`config.mk`:
```
export PLATFORM = sky130hd
export DESIGN_NAME = ram_access_arbiter
export DESIGN_NICKNAME = d
export VERILOG_FILES = /design/src/rtl/ram_access_arbiter.sv
export SDC_FILE = /design/constraint.sdc
export NUM_CORES = 1
export LEC_CHECK = 0
export ABC_AREA = 1
export BUFFER_PORTS_ARGS = -buffer_cell sky130_fd_sc_hd__clkbuf_2
export CAP_MARGIN = 20
export CELL_PAD_IN_SITES_DETAIL_PLACEMENT = 0
export CELL_PAD_IN_SITES_GLOBAL_PLACEMENT = 1
export CORE_MARGIN = 3
export CORE_UTILIZATION = 35
export CTS_BUF_LIST = sky130_fd_sc_hd__clkbuf_8
export DETAILED_ROUTE_END_ITERATION = 16
export PLACE_DENSITY_LB_ADDON = 0.25
export RECOVER_POWER = 50
export SKIP_LAST_GASP = 1
export SYNTH_ARGS = -nofsm -noshare
export SYNTH_HDL_FRONTEND = slang
export SYNTH_SLANG_ARGS = --single-unit
```
`constraint.sdc`:
```
create_clock -name clk -period 1.65 [get_ports clk]
set_input_delay 0.2475 -clock clk [delete_from_list [all_inputs] [get_ports clk]]
set_output_delay 0.2475 -clock clk [all_outputs]
set_load 0.02 [all_outputs]
```
`src/rtl/ram_access_arbiter.sv`:
```
// rtl/ram_access_arbiter.sv - two-port round-robin sequencer for a clockless single-port Ram
module ram_access_arbiter #(
    parameter int ADDR_W        = 3,
    parameter int DATA_W        = 8,
    parameter int SETUP_CYCLES  = 1,
    parameter int ACCESS_CYCLES = 1
) (
    input  logic              clk,
    input  logic              rst,
    input  logic              req0,
    input  logic              we0,
    input  logic [ADDR_W-1:0] addr0,
    input  logic [DATA_W-1:0] wdata0,
    output logic              ack0,
    output logic [DATA_W-1:0] rdata0,
    input  logic              req1,
    input  logic              we1,
    input  logic [ADDR_W-1:0] addr1,
    input  logic [DATA_W-1:0] wdata1,
    output logic              ack1,
    output logic [DATA_W-1:0] rdata1,
    output logic [DATA_W-1:0] ram_D,
    output logic              ram_w,
    output logic [ADDR_W-1:0] ram_addr,
    output logic              ram_en,
    input  logic [DATA_W-1:0] ram_out,
    output logic              busy
);
    localparam int MAX_CYCLES = (SETUP_CYCLES > ACCESS_CYCLES) ? SETUP_CYCLES : ACCESS_CYCLES;
    localparam int CW         = (MAX_CYCLES > 1) ? $clog2(MAX_CYCLES) : 1;
    localparam logic [CW-1:0] SETUP_LAST  = CW'(SETUP_CYCLES - 1);
    localparam logic [CW-1:0] ACCESS_LAST = CW'(ACCESS_CYCLES - 1);

    typedef enum logic [1:0] {IDLE, SETUP, ACCESS, RELEASE} state_t;

    state_t          state, next_state;
    logic [CW-1:0]   cnt;
    logic            sel_q, we_q, last_grant, grant;

    always_comb begin
        next_state = state;
        grant      = 1'b0;
        case (state)
            IDLE: begin
                // On a tie the port that did not go last wins
                if (req0 && req1) grant = ~last_grant;
                else              grant = req1;
                if (req0 || req1) next_state = SETUP;
            end
            SETUP:   if (cnt == SETUP_LAST)  next_state = ACCESS;
            ACCESS:  if (cnt == ACCESS_LAST) next_state = RELEASE;
            RELEASE: next_state = IDLE;
            default: next_state = IDLE;
        endcase
    end

    always_ff @(posedge clk or posedge rst) begin
        if (rst) begin
            state      <= IDLE;
            cnt        <= '0;
            sel_q      <= 1'b0;
            we_q       <= 1'b0;
            last_grant <= 1'b1;
            ram_addr   <= '0;
            ram_D      <= '0;
            ram_en     <= 1'b0;
            ram_w      <= 1'b0;
            ack0       <= 1'b0;
            ack1       <= 1'b0;
            rdata0     <= '0;
            rdata1     <= '0;
        end else begin
            state <= next_state;
            cnt   <= (next_state != state || state == IDLE) ? '0 : cnt + 1'b1;
            // Ram strobes are decoded from next_state so they are registered yet aligned with state
            ram_en <= (next_state == ACCESS);
            ram_w  <= (next_state == ACCESS) && we_q;
            ack0   <= (next_state == RELEASE) && !sel_q;
            ack1   <= (next_state == RELEASE) && sel_q;
            if (state == IDLE && next_state == SETUP) begin
                sel_q    <= grant;
                we_q     <= grant ? we1 : we0;
                ram_addr <= grant ? addr1 : addr0;
                ram_D    <= grant ? wdata1 : wdata0;
            end
            if (state == ACCESS && next_state == RELEASE && !we_q) begin
                if (sel_q) rdata1 <= ram_out;
                else       rdata0 <= ram_out;
            end
            if (state == RELEASE) last_grant <= sel_q;
        end
    end

    assign busy = (state != IDLE);
endmodule

```
==> results of run 1 <==
==> where the power goes <==
group	internal, µW	total, µW	switching (µW)
Combinational	600	1790	1180
Sequential	1330	1570	245
Clock	333	635	302
Total	2260	3990	1730
==> path summary, 6_finish.rpt <==
check | start | endpoint | slack (ns) | depth (start not counted)
max | state[1] | busy | 0.28 | 3
min | rst | rdata1[7] | 0.20 | 3
max reg2reg | state[1] | ram_D[0] | 0.32 | 6
min reg2reg | sel_q | ack0 | 0.47 | 1
max in group asynchronous | rst | ram_D[0] | 0.88 | 3
min in group clk | ram_out[5] | rdata1[5] | 0.20 | 3
==> Yosys cell counts (all sizes together) <==
| library cell | count |
|---|---|
| nand3 | 13 |
| clkinv | 2 |
| nor2 | 9 |
| o21ai | 19 |
| conb | 1 |
| dfstp | 1 |
| nand4 | 2 |
| buf | 7 |
| dfrtp | 36 |
| nand2 | 84 |
| inv | 51 |
==> cell type report <==
type                    instances  share of cell area
clock inverters                 2             0.00497
inverters                      53              0.0877
clock buffers                   6              0.0364
repair buffers                 75               0.168
multi-input cells             128               0.257
well taps                      67              0.0370
flip-flops and latches         37               0.409
==> worst max-delay path: cells and delay by family, from the launching register on <==
| family | cells | cell delay (ns) |
|---|---|---|
| flip-flops | 1 | 0.47 |
| AND/OR/NAND/NOR | 1 | 0.10 |
| buffers and inverters | 2 | 0.28 |
==> registers in the layout, summed over array words and instances, names as in the netlist <==
register,cells
last_grant,1
ram_w,1
ram_D,8
rdata0,8
sel_q,1
ack0,1
state,2
cnt,1
we_q,1
ram_addr,3
ack1,1
rdata1,8
ram_en,1
==> metrics by stage <==
step | area [µm²] | setup WS (ns) | power [µW] | util
2_1_floorplan | 1770 | 0.497 | 2840 | -
3_3_place_gp | 2190 | 0.398 | 3410 | 0.455
3_5_place_dp | 2190 | 0.341 | 3440 | 0.455
4_1_cts | 2280 | 0.282 | 4100 | 0.474
5_1_grt | 2270 | 0.179 | 4350 | 0.471
6_report | 2270 | 0.278 | 3990 | 0.471
==> placed cells by master, fill, tap and decap left out, types with 2 or more instances in the layout <==
cell       n
buf_4      7
clkbuf_1  10
clkbuf_2  58
clkbuf_8   6
clkinv_1   2
dfrtp_1   36
inv_1     52
nand2_1   83
nand3_1   13
nand4_2    2
nor2_1     8
o21ai_0    3
o21ai_1    8
o21ai_2    8
==> cell families after synthesis <==
group | after synthesis | synth area share
AOI/OAI and AO/OA | 19 | 0.0705
other | 1 | 0.00211
and+or+nand+nor | 108 | 0.257
buffers and inverters | 60 | 0.147
DFF | 37 | 0.523
==> per-layer routing <==
metal | GRT usage | vias to the layer above | wire length [µm]
met4 | 0.0480 | 0 | 53
met2 | 0.210 | 42 | 1740
li1 | - | 804 | -
met3 | 0.0329 | 5 | 211
met1 | 0.181 | 617 | 1760
met5 | 0 | - | 0
==> impl_metrics.csv, run 1 <==
group,metric,value,unit
timing,slew_headroom,0.402,
clocking,cts_setup_buffers,0,
floorplan,ios,68,
hold_path,hold_class,"in -> async",
clocking,cts_resized,0,
power_and_ir_drop,ir_drop,782,µV
finish,fillCellCount,523,
route,dr.pass1.iters,4,
clocking,numCtsBuffers,5,
critical_path,crit_path_cell_trace,"inv_1, nand2_4, clkbuf_2",
floorplan,dieArea,5960,µm²
floorplan,coreArea,4820,µm²
yosys,yosys.area.top_type,"dfrtp_1",
finish,drive_gt1_frac,0.282,
critical_path,crit_arrival,1.12,ns
clocking,htree_levels,2,
yosys,synth_area,1770,µm²
route,initialDrtViolationCount,16,
critical_path,end_kind,"primary output",
grt,grt_usage,0.134,
clocking,cts_tree,"built",
place,io_buffers,67,
timing,clock_skew,0.00364,ns
clocking,clk_pin_slew,0.07,ns
place,place_inst,360,
route,wl_per_cell,10.2,µm
place,dpl.hpwl,2900,µm
critical_path,crit_path_start_kind,"register",
route,vias,1468,
timing,fin_crit,1.37,ns
clocking,clockBufferDepth,2,
grt,grt_pass1_vias,1424,
yosys,synth_top_area_frac,0.508,
finish,regArea,927,µm²
critical_path,crit_fanout,7,
yosys,avgSynthCellArea,7.89,µm²
outcome,status,"completed",
power_and_ir_drop,power_per_cell_area,1760,nW/µm²
yosys,ys_seq_area_frac,0.523,
yosys,synthCells,225,
job,maxCapViolCount,0,
place,routabilityCongestion,0.750,
yosys,yosys_warnings,0,
timing,finalMaxSlewViolations,0,
yosys,synthTopCellsByArea,"dfrtp_1 51%, nand2_1 18%, inv_1 11%",
route,route.detailed.drc,0,
timing,hold_ws,0.200,ns
yosys,synth-seq-cells,37,
critical_path,worstPathRequired,1.40,ns
grt,grt_max_degree,38,
yosys,synth_cell_types,19,
finish,final_nets,336,
floorplan,die_w,77.2,µm
timing,hold_violations,0,
finish,final_cells,368,
clocking,clock-root-buffer,"clkbuf_8",
timing,rsz0062_at_grt,"false",
route,drt.antenna.violating_nets,0,
critical_path,crit_slowest_cell,"dfrtp_1",
timing,period_share,0.832,
floorplan,die_h,77.2,µm
finish,multiInputGateArea,583,µm²
critical_path,worstSetupPathType,"reg -> out",
yosys,syn_nets,261,
timing,max_freq,729,MHz
route,routed_wl,3760,µm
finish,syn2layout_area_growth,27.8,%
clocking,ctsHoldBuffers,0,
grt,antenna_found_initial,0,
route,vias_per_cell,3.99,
timing,worstMarginPinSlew,0.897,ns
power_and_ir_drop,p_leak,0.00142,µW
clocking,worstSkewPairLatency,0.28,ns
floorplan,fp-row-count,25,
floorplan,initial_core_util,0.368,
grt,grt_remaining_overflow,0,
timing,fin_setup_tns,0,ns
clocking,clock_sinks,37,
critical_path,cpPeakStageDelay,0.47,ns
finish,antennaDiodeCount,0,
grt,grt_pass1_wl,6380,µm
timing,setup_violations,0,
(Power assumes the default switching activity.)
==> inputs of run 2 (changes only) <==
--- a/config.mk
+++ b/config.mk
@@ -11,7 +11,7 @@
 export CELL_PAD_IN_SITES_DETAIL_PLACEMENT = 0
 export CELL_PAD_IN_SITES_GLOBAL_PLACEMENT = 1
 export CORE_MARGIN = 3
-export CORE_UTILIZATION = 35
+export CORE_UTILIZATION = 32
 export CTS_BUF_LIST = sky130_fd_sc_hd__clkbuf_8
 export DETAILED_ROUTE_END_ITERATION = 16
 export PLACE_DENSITY_LB_ADDON = 0.25
==> constraint.sdc (replaced) <==
create_clock -name clk -period 1.2 [get_ports clk]
set_input_delay 0.18 -clock clk [delete_from_list [all_inputs] [get_ports clk]]
set_output_delay 0.18 -clock clk [all_outputs]
set_load 0.02 [all_outputs]
==> run 2 against run 1 <==
Against the previous run: the flow now finishes with violations (setup timing); die area rose by 8.6%; sequential share of layout area down 3.7 points; register-to-register slack worse by 0.33 ns; critical path depth unchanged; sequential power rose by 43%; highest routed layer unchanged.
==> impl_metrics.csv, run 2 (synthesis results as in run 1) <==
group,metric,value,unit
outcome,status,"finished, violations left",
outcome,violations,"setup timing",
grt,grt_usage,0.134,
timing,setup_slack,-0.0154,ns
route,drt.antenna.violating_nets,0,
clocking,worstSkewPairLatency,0.28,ns
timing,fin_crit,1.22,ns
floorplan,die_h,80.5,µm
timing,clock_skew,0.00432,ns
place,dpl.hpwl,3000,µm
critical_path,cp_top_family,"flip-flops",
finish,fillCellCount,519,
hold_path,hold_class,"in -> reg",
critical_path,worstPathRequired,1.02,ns
hold_path,min_path_cells,3,
clocking,clock_sinks,37,
floorplan,ios,68,
critical_path,reg2reg_depth,5,
floorplan,fp-row-count,26,
floorplan,coreArea,5240,µm²
place,placed_area,2250,µm²
finish,antennaDiodeCount,0,
critical_path,r2r-start,"cnt",
job,maxCapViolCount,0,
critical_path,crit_path_start_kind,"register",
floorplan,initial_core_util,0.339,
critical_path,crit_arrival,1.04,ns
timing,max_freq,823,MHz
critical_path,crit_buf_inv,2,
route,vias,1511,
grt,antenna_found_initial,0,
finish,fin_util,0.478,
timing,hold_ws,0.134,ns
clocking,htree_levels,2,
timing,rsz0062_at_grt,"true",
critical_path,crit_slowest_cell,"dfrtp_2",
route,vias_per_cell,4.01,
clocking,clk_pin_slew,0.07,ns
finish,syn2layout_area_growth,41.0,%
hold_path,hold_path_end,"rdata1[4]",
grt,grt_remaining_overflow,0,
power_and_ir_drop,ir_drop,966,µV
finish,drive_gt1_frac,0.375,
finish,reg_top3,"ram_D: 8 flops, rdata0: 8 flops, rdata1: 8 flops",
power_and_ir_drop,power_per_cell_area,2480,nW/µm²
grt,grt_pass1_vias,1465,
critical_path,crit_fanout,4,
timing,period_share,1.01,
clocking,clock-root-buffer,"clkbuf_8",
clocking,cts_tree,"built",
route,route.detailed.drc,0,
timing,hold_violations,0,
finish,multiInputGateArea,671,µm²
critical_path,crit_path_cell_trace,"inv_1, nand2_4, clkbuf_8",
route,wl_per_cell,10.6,µm
timing,setup_violations,2,
critical_path,end_kind,"primary output",
floorplan,die_w,80.5,µm
route,dr.pass1.iters,4,
finish,regArea,930,µm²
power_and_ir_drop,p_leak,0.00153,µW
floorplan,dieArea,6470,µm²
critical_path,worstSetupPathType,"reg -> out",
timing,finalMaxSlewViolations,0,
timing,fin_setup_tns,-0.0210,ns
clocking,clockBufferDepth,2,
finish,final_common_cell,"nand2_1",
grt,grt_pass1_wl,6720,µm
route,routed_wl,4010,µm
critical_path,r2r_slack,-0.01,ns
finish,stdcell_area,2500,µm²
finish,layout_common_cells,"75 x nand2_1, 66 x clkbuf_2, 50 x inv_1",
place,routabilityCongestion,0.755,
power_and_ir_drop,power,6190,µW
clocking,numCtsBuffers,5,
hold_path,worstHoldStart,"ram_out[4]",
critical_path,r2r_end,"rdata0[6]",
finish,final_nets,342,
route,initialDrtViolationCount,46,
critical_path,cpPeakStageDelay,0.44,ns
place,io_buffers,67,
grt,grt_max_degree,38,
[run 2: power breakdown]
group / switching, µW / internal (µW) / leakage (µW)
Clock: 432 / 675 / 0.0000574
Combinational: 1740 / 1090 / 0.00102
Sequential: 415 / 1830 / 0.000451
[run 2: cell type report]
| type | instances | share of cell area |
|---|---|---|
| repair buffers | 81 | 0.198 |
| flip-flops and latches | 37 | 0.372 |
| multi-input cells | 128 | 0.268 |
| inverters | 53 | 0.0795 |
| clock buffers | 6 | 0.0330 |
| well taps | 70 | 0.0350 |
| clock inverters | 2 | 0.0150 |
[run 2: metrics by stage]
stage,setup slack [ns],cells
2_1_floorplan,0.0474,225
3_3_place_gp,0.0384,366
3_5_place_dp,0.0133,366
4_1_cts,-0.0124,375
5_1_grt,-0.0682,377
6_report,-0.0154,377
[run 2: worst max path at each step]
stage                          start  slack [ns]           to  cells after the start
after detailed placement    state[0]        0.01    rdata1[7]                      5
after CTS                   state[1]       -0.01         busy                      3
final                       state[0]       -0.02         busy                      3
after global routing        state[0]       -0.07  ram_addr[2]                      6
after floorplan             state[1]        0.05     ram_D[5]                      7
after global placement    last_grant        0.04         we_q                      6
[run 2: repair_timing]
action	4_1_cts	5_1_grt
setup buffers	0	1
hold buffers	1	0
gates cloned	0	1
pin swaps	0	2
endpoints found under the hold margin	36	0
gates resized for setup	2	22
endpoints found under the setup margin	2	29
[run 2: worst reg2reg max path, delay by kind of cell, from the launching register on]
family / cells / cell delay, ns
AO/OA/AOI/OAI: 1 / 0.05
buffers and inverters: 1 / 0.20
flip-flops: 1 / 0.42
AND/OR/NAND/NOR: 3 / 0.42
[run 2: metal layers]
| layer | GRT usage | vias up | share of wire |
|---|---|---|---|
| li1 | - | 815 | - |
| met1 | 0.177 | 649 | 0.46 |
| met2 | 0.206 | 41 | 0.46 |
| met3 | 0.0493 | 6 | 0.068 |
| met4 | 0.0405 | 0 | 0.013 |
| met5 | 0 | - | 0 |
